<file path="config.mk">
export PLATFORM = sky130hd
export DESIGN_NAME = spi_xfer_ctrl
export DESIGN_NICKNAME = d
export VERILOG_FILES = /design/src/rtl/spi_pkg.sv /design/src/rtl/spi_xfer_ctrl.sv
export SDC_FILE = /design/constraint.sdc
export NUM_CORES = 1
export LEC_CHECK = 0
export BUFFER_PORTS_ARGS = -buffer_cell sky130_fd_sc_hd__buf_4
export CAP_MARGIN = 20
export CORE_MARGIN = 8
export CORE_UTILIZATION = 50
export CTS_BUF_LIST = sky130_fd_sc_hd__clkbuf_16
export DETAILED_ROUTE_END_ITERATION = 8
export PLACE_DENSITY_LB_ADDON = 0.15
export SLEW_MARGIN = 15
export SYNTH_ARGS = -nofsm -noshare
export SYNTH_HDL_FRONTEND = slang
export SYNTH_SLANG_ARGS = --single-unit
</file>
<file path="constraint.sdc">
create_clock -name Pclk -period 7.4 [get_ports Pclk]
set_input_delay 1.48 -clock Pclk [delete_from_list [all_inputs] [get_ports Pclk]]
set_output_delay 1.48 -clock Pclk [all_outputs]
set_load 0.01 [all_outputs]
</file>
<file path="src/rtl/spi_pkg.sv">
`default_nettype none
// ============================================================================
// Module      : spi_pkg
// Description : Shared types and constants for the SPI transfer sequencer:
//               state encoding, SPI mode codes and frame/divisor defaults.
// Revision    : 1.0 - initial release
// ============================================================================
package spi_pkg;

    // Sequencer state encoding
    typedef enum logic [1:0] {
        ST_IDLE  = 2'd0,
        ST_LOAD  = 2'd1,
        ST_SHIFT = 2'd2,
        ST_DONE  = 2'd3
    } spi_state_t;

    // spi_mode codes; any other value means stop
    localparam logic [1:0] SPI_RUN  = 2'b00;
    localparam logic [1:0] SPI_WAIT = 2'b01;

    // Default frame width and the smallest usable sclk divisor
    localparam int SPI_DATA_BITS = 8;
    localparam int SPI_MIN_DIV   = 2;

endpackage : spi_pkg
`default_nettype wire

</file>
<file path="src/rtl/spi_xfer_ctrl.sv">
`default_nettype none
// ============================================================================
// Module      : spi_xfer_ctrl
// Description : Master-side SPI transfer sequencer. Drops slave select on a
//               send request, gates the frame for DATA_BITS sclk periods of
//               the captured baud divisor, then pulses receive_data. Aborts
//               the frame if the core becomes inactive mid-transfer.
// Revision    : 1.0 - initial release
// ============================================================================
module spi_xfer_ctrl
    import spi_pkg::*;
#(
    parameter int DATA_BITS = SPI_DATA_BITS,
    parameter int DIV_W     = 12,
    parameter int CNT_W     = 16
) (
    input  logic             Pclk,
    input  logic             PRESET,
    input  logic             spe,
    input  logic             mstr,
    input  logic [1:0]       spi_mode,
    input  logic             spiswai,
    input  logic             send_data,
    input  logic [DIV_W-1:0] BaudRateDivisor,
    output logic             ss,
    output logic             tip,
    output logic             receive_data,
    output logic             abort
);

    // Frame length multiplier, smallest divisor, and counter step
    localparam logic [CNT_W-1:0] c_frame_bits = CNT_W'(DATA_BITS);
    localparam logic [DIV_W-1:0] c_min_div    = DIV_W'(SPI_MIN_DIV);
    localparam logic [CNT_W-1:0] c_cnt_one    = {{(CNT_W-1){1'b0}}, 1'b1};

    spi_state_t       r_state;
    spi_state_t       w_state_nxt;
    logic [CNT_W-1:0] r_cnt;
    logic [DIV_W-1:0] r_div_q;
    logic             r_ss;
    logic             r_tip;
    logic             r_rx;
    logic             r_abort;

    logic             w_active;
    logic [DIV_W-1:0] w_div_capt;
    logic [CNT_W-1:0] w_target;
    logic             w_terminal;
    logic             w_ss_nxt;
    logic             w_tip_nxt;
    logic             w_rx_nxt;
    logic             w_abort_nxt;

    // Core is live in run mode, or in wait mode while SPI clocks keep running
    assign w_active = spe & mstr &
                      ((spi_mode == SPI_RUN) | ((spi_mode == SPI_WAIT) & ~spiswai));

    // Divisors below the minimum cannot produce an sclk, so clamp them
    assign w_div_capt = (BaudRateDivisor < c_min_div) ? c_min_div : BaudRateDivisor;

    // Frame length in Pclk cycles; the last SHIFT cycle has count target-1
    assign w_target   = c_frame_bits * {{(CNT_W-DIV_W){1'b0}}, r_div_q};
    assign w_terminal = (r_cnt == (w_target - c_cnt_one));

    // Next state and next registered outputs; outputs track the state entered
    always_comb begin
        w_state_nxt = r_state;
        w_ss_nxt    = 1'b1;
        w_tip_nxt   = 1'b0;
        w_rx_nxt    = 1'b0;
        w_abort_nxt = 1'b0;
        case (r_state)
            ST_IDLE: begin
                if (send_data && w_active) begin
                    w_state_nxt = ST_LOAD;
                    w_ss_nxt    = 1'b0;
                    w_tip_nxt   = 1'b1;
                end
            end
            ST_LOAD: begin
                if (!w_active) begin
                    w_state_nxt = ST_IDLE;
                    w_abort_nxt = 1'b1;
                end else begin
                    w_state_nxt = ST_SHIFT;
                    w_ss_nxt    = 1'b0;
                    w_tip_nxt   = 1'b1;
                end
            end
            ST_SHIFT: begin
                // Losing the active condition wins over frame completion
                if (!w_active) begin
                    w_state_nxt = ST_IDLE;
                    w_abort_nxt = 1'b1;
                end else if (w_terminal) begin
                    w_state_nxt = ST_DONE;
                    w_rx_nxt    = 1'b1;
                end else begin
                    w_ss_nxt    = 1'b0;
                    w_tip_nxt   = 1'b1;
                end
            end
            ST_DONE: begin
                w_state_nxt = ST_IDLE;
            end
            default: begin
                w_state_nxt = ST_IDLE;
            end
        endcase
    end

    // State and output registers
    always_ff @(posedge Pclk) begin
        if (PRESET) begin
            r_state <= ST_IDLE;
            r_ss    <= 1'b1;
            r_tip   <= 1'b0;
            r_rx    <= 1'b0;
            r_abort <= 1'b0;
        end else begin
            r_state <= w_state_nxt;
            r_ss    <= w_ss_nxt;
            r_tip   <= w_tip_nxt;
            r_rx    <= w_rx_nxt;
            r_abort <= w_abort_nxt;
        end
    end

    // Divisor capture and frame cycle counter
    always_ff @(posedge Pclk) begin
        if (PRESET) begin
            r_cnt   <= '0;
            r_div_q <= '0;
        end else begin
            case (r_state)
                ST_LOAD: begin
                    r_div_q <= w_div_capt;
                    r_cnt   <= '0;
                end
                ST_SHIFT: begin
                    r_cnt <= r_cnt + c_cnt_one;
                end
                default: begin
                    r_cnt <= '0;
                end
            endcase
        end
    end

    assign ss           = r_ss;
    assign tip          = r_tip;
    assign receive_data = r_rx;
    assign abort        = r_abort;

endmodule : spi_xfer_ctrl
`default_nettype wire

</file>
## After elaboration in Yosys (flattened, before gate mapping)

Cells that the tools add are included.

| storage, ports and cells | value |
|---|---|
| register bits after elaboration | 34 |
| output and inout port bits | 4 |
| word-level logic and storage cells | 49 |

| cells by class | value |
|---|---|
| add/subtract/negate cells | 2 |
| $lt $le $gt $ge | 1 |
| equal/unequal tests | 7 |
| mux-type cells | 16 |
| bitwise operators | 8 |
| reductions and logical operators | 8 |

Operators with widths:

| kind | count |
|---|---|
| 16-bit by 1-bit adder with 16-bit output, second input constant | 1 |
| 16-bit equality test | 1 |
| 15-bit by 1-bit subtractor with 16-bit output, second input constant | 1 |
| 12-bit by 2-bit less-than comparator with 1-bit output, second input constant | 1 |
| 12-bit 2-to-1 mux | 1 |
| 1-bit 2-to-1 mux | 8 |
| 2-bit 2-to-1 mux | 4 |
| 2-bit case mux with 4 select lines | 1 |
| 1-bit case mux with 3 select lines | 2 |
| 2-bit OR reduction | 3 |
| 2-bit by 1-bit equality test with 1-bit output, second input constant | 2 |
| 2-bit equality test, second input constant | 2 |
| 2-bit logical NOT | 2 |
| 1-bit NOT | 4 |
| 1-bit bitwise AND | 3 |
| 3-bit inequality test, second input constant | 1 |
| 3-bit OR reduction | 1 |
| 2-bit inequality test, second input constant | 1 |
| 2-bit AND reduction | 1 |
| 1-bit logical AND | 1 |
| 1-bit bitwise OR | 1 |

## Logic depth before layout (Yosys ltp)

| depth | value |
|---|---|
| depth after elaboration | 7 |
| mapped depth | 9 |
| gate-level depth less buffers | 8 |

## Worst setup path before layout

No wires, ideal clock.

| timing path | value |
|---|---|
| path type | register to register |
| from | reg r_div_q[0] |
| to | reg r_state[0] |
| setup time | 103 ps |
| data arrival time | 2475 ps |
| path slack | 4821 ps |
| cell stages (with the launch flop) | 10 |
| buffers on the path | 1 |
| period minus slack after synthesis | 2579 ps |
| cells stage by stage | dfxtp_1 > buf_2 > inv_1 > ha_1 > or4b_1 > nor4b_1 > xnor2_1 > nand4_1 > o41a_1 > a2111oi_2 |

| on the way | value |
|---|---|
| word-level cells in the longest chain between the ends | 4 |

Ends and longest elaborated chain:

| item | RTL line | source |
|---|---|---|
| from (decl) | spi_xfer_ctrl.sv:39 | `logic [DIV_W-1:0] r_div_q;` |
| from (signal assigned) | spi_xfer_ctrl.sv:137 | `r_div_q <= w_div_capt;` |
| 15-bit by 1-bit subtractor with 16-bit output | spi_xfer_ctrl.sv:63 | `assign w_terminal = (r_cnt == (w_target - c_cnt_one));` |
| 16-bit equality test | spi_xfer_ctrl.sv:63 |  |
| 3-bit inequality test (no source line) | - |  |
| 2-bit AND reduction (no source line) | - |  |
| to (signal assigned) | spi_xfer_ctrl.sv:121 | `r_state <= w_state_nxt;` |
| to (decl) | spi_xfer_ctrl.sv:36 | `spi_state_t r_state;` |

No other way between the ends.
A chain may end at the register's enable or synchronous reset.

## Worst setup path in the final report

Ends and elaborated chain as after synthesis.

==> impl_metrics.toml <==
[outcome]
status = "complete, no violations"

[clock_network]
postCtsHoldBufs = 0
clkSlewWorstSetupHoldPaths_ps = 50
numCtsBuffers = 5
clockBufferDepth = 2
root_buffer = "clkbuf_16"
numClockSinks = 34
cts_max_level = 2
cts_tree = "done"
ctsResizeCount = 0
clock_latency_ps = 270
postCtsSetupRepairBufs = 0

[timing]
worstMarginPinSlew_ps = 660
fin_tns_setup_ps = 0
slew-limit-headroom_pct = 56.0
drv_slew = 0
min_period_over_period_pct = 37.5
max_freq_mhz = 360
fin_crit_ps = 2770
setup_viol = 0
worst_slack_ps = 4630
rsz0062_at_grt = "no"
finalHoldViolCount = 0
skew_ps = 3.52

[route]
wirelength_mm = 4.06
drcViolationCount = 0
avgRoutedWirePerCell_um = 13.9
num_vias = 1661
drt_iter0_drc = 64
ant_nets = 0
drt_pre_antenna_iters = 4
viasPerCell = 5.69

[final_layout]
multiInputGateArea_um2 = 1180
drive_gt1_share_pct = 14.8
syn_to_final_growth_pct = 15.2
diodes = 0
fin_cells = 292
layout.nets = 271
n_fill_cell = 366
regArea_um2 = 681

[critical_path]
setup.worst_path.start_class = "flop"
path_buf_inv = 1
slowest_delay_ps = 520
critical_path.top_delay_family = "simple AND/OR/NAND/NOR gates"
worstSetupPathType = "flop to flop"
cp_slowest_cell = "or4b_1"
critical_path_arrival_ps = 2940
crit_chain = "inv_1 > ha_1 > or4b_1 > nor4b_1 > xnor2_1 > nand4_1 > o41a_1 > a2111oi_2"
critPathMaxFanout = 8
required_ps = 7570
worst_setup_path_end_kind = "flop"

[place]
place_congestion = 0.823
dp_hpwl_mm = 3.02
portBuffers = 23
place_inst = 286
post-place-ws_ps = 4640

[floorplanning]
rows = 22
core-area_um2 = 3720
initial_core_util_pct = 52.5
io_pins = 24
die_width_um = 78.5
die_y_um = 78.5
die_area_um2 = 6160

[synthesis]
yosysWarnings = 0
synth-seq-cells = 34
netlist_area_um2 = 1950
synth_cell_types = 54
synthMuxAreaShare_pct = 5.64
synthSimpleGateAreaFrac_pct = 26.6
async_flop_share_pct = 0
synth_fa_ha_area_share_pct = 3.85
synth_compound_area_share_pct = 13.6
synth_edf_count = 0
yosysMostFrequentCell = "nor2_1"
synthTopCellsByArea = "dfxtp_1 (35%), nor2_1 (7.3%), xor2_1 (5.8%)"
synth_seq_area_share_pct = 34.9
synth_top_area_cell = "dfxtp_1"
yosysTopAreaCellShare_pct = 34.9
synthTopCellsByCount = "nor2_1 (38), dfxtp_1 (34), xor2_1 (13)"
synth_top_family_by_area = "simple AND/OR/NAND/NOR gates"
synth_cells = 228
synth_xor_area_share_pct = 10.8
syn_avg_cell_area_um2 = 8.56
synth_nets = 254
ys.flop_type = "dfxtp_1"

[grt]
grt.overflow.total = 0
grt_pass1_wl_mm = 7.16
grt_usage_pct = 14.1
antenna_found_initial = 0
grt_max_degree = 22
grt_pass1_vias = 1590

[power_and_ir_drop]
p_sw_share_pct = 27.7
clkPwrFrac_pct = 36.7
fin_total_pwr_uw = 507
cellPowerDensity_nw_per_um2 = 226
ir_drop_uv = 146
power_frac_seq_pct = 40.2
switchingPower_uw = 140
internal_power_uw = 367
combinationalPowerShare_pct = 23.2
p_leak_uw = 0.000851

[worst_hold_path]
hold_class = "flop to flop"

[flow_run]
maxCapViolCount = 0
==> per-stage QoR <==
stage               util (%)  cell area [µm²]  hold WS, ps
floorplan                  -             1950          413
global placement        57.0             2120          425
detailed placement      57.0             2120          438
CTS                     60.5             2250          444
global route            60.5             2250          453
finish                  60.5             2250          444
==> final cells by class <==
cell class,instances,share of cell area (%)
multi-input cells,174,52.4
flip-flops and latches,34,30.3
repair buffers,23,7.68
clock buffers,5,5.57
well taps,48,2.67
inverters,7,1.17
clock inverters,1,0.167
==> per-layer routing <==
| metal | wire length [µm] | share of wire [%] | GRT usage [%] |
|---|---|---|---|
| met1 | 1930 | 48 | 17.0 |
| met2 | 1900 | 47 | 23.2 |
| met3 | 184 | 4.5 | 4.56 |
| met4 | 46 | 1.1 | 4.44 |
| met5 | 0 | 0 | 0 |
==> cell usage in the layout, fill, tap and decap left out, types with 2 or more instances in the layout <==
master     netlist  routed
nor2_1          38      38
dfxtp_1         34      34
buf_4            1      23
xor2_1          13      13
nand2_1         12      12
mux2i_1         11      11
xnor2_1         11      11
inv_1            7       7
nor3_1           7       7
nor4_1           7       7
and3_1           7       7
ha_1             6       6
and2_1           5       5
clkbuf_16        0       5
o21ai_0          4       4
nor3b_1          4       4
nand3_1          4       4
nand4_1          3       3
a31oi_1          3       3
o211ai_1         3       3
o31ai_1          2       2
nor4b_1          2       2
a211oi_1         2       2
nand2b_1         2       2
and4_1           2       2
o41ai_1          2       2
==> sequential cells by signal, summed over array words and instances, names as in the netlist <==
register / cells
abort: 1
r_cnt: 16
r_div_q: 12
r_state: 2
receive_data: 1
ss: 1
tip: 1
==> power groups by stage <==
stage	Clock [µW]	Combinational, µW	Sequential, µW
2_1_floorplan	0	95.6	202
3_3_place_gp	0	116	207
3_5_place_dp	0	116	207
4_1_cts	191	118	204
5_1_grt	197	134	206
6_report	186	118	204
==> worst paths after layout <==
kind,start,endpoint,slack (ps),cells past startpoint
max,r_div_q[0]$_SDFFE_PP0P_,r_state[0]$_SDFFE_PP0P_,4630,8
min,r_cnt[0]$_SDFF_PP0_,r_cnt[0]$_SDFF_PP0_,440,1
max reg2reg,r_div_q[0]$_SDFFE_PP0P_,r_state[0]$_SDFFE_PP0P_,4630,8
min reg2reg,r_cnt[0]$_SDFF_PP0_,r_cnt[0]$_SDFF_PP0_,440,1
==> kinds of logic (layout without fill, tap and decap cells) <==
logic type,after synthesis,in the layout
AND/OR/NAND/NOR,100,100
XOR/XNOR,24,24
adder cells (fa/ha/maj),6,6
flip-flops,34,34
buffers and inverters,20,36
multiplexers,11,11
AO/OA/AOI/OAI,33,33
Power figures use the tool's default switching activity.
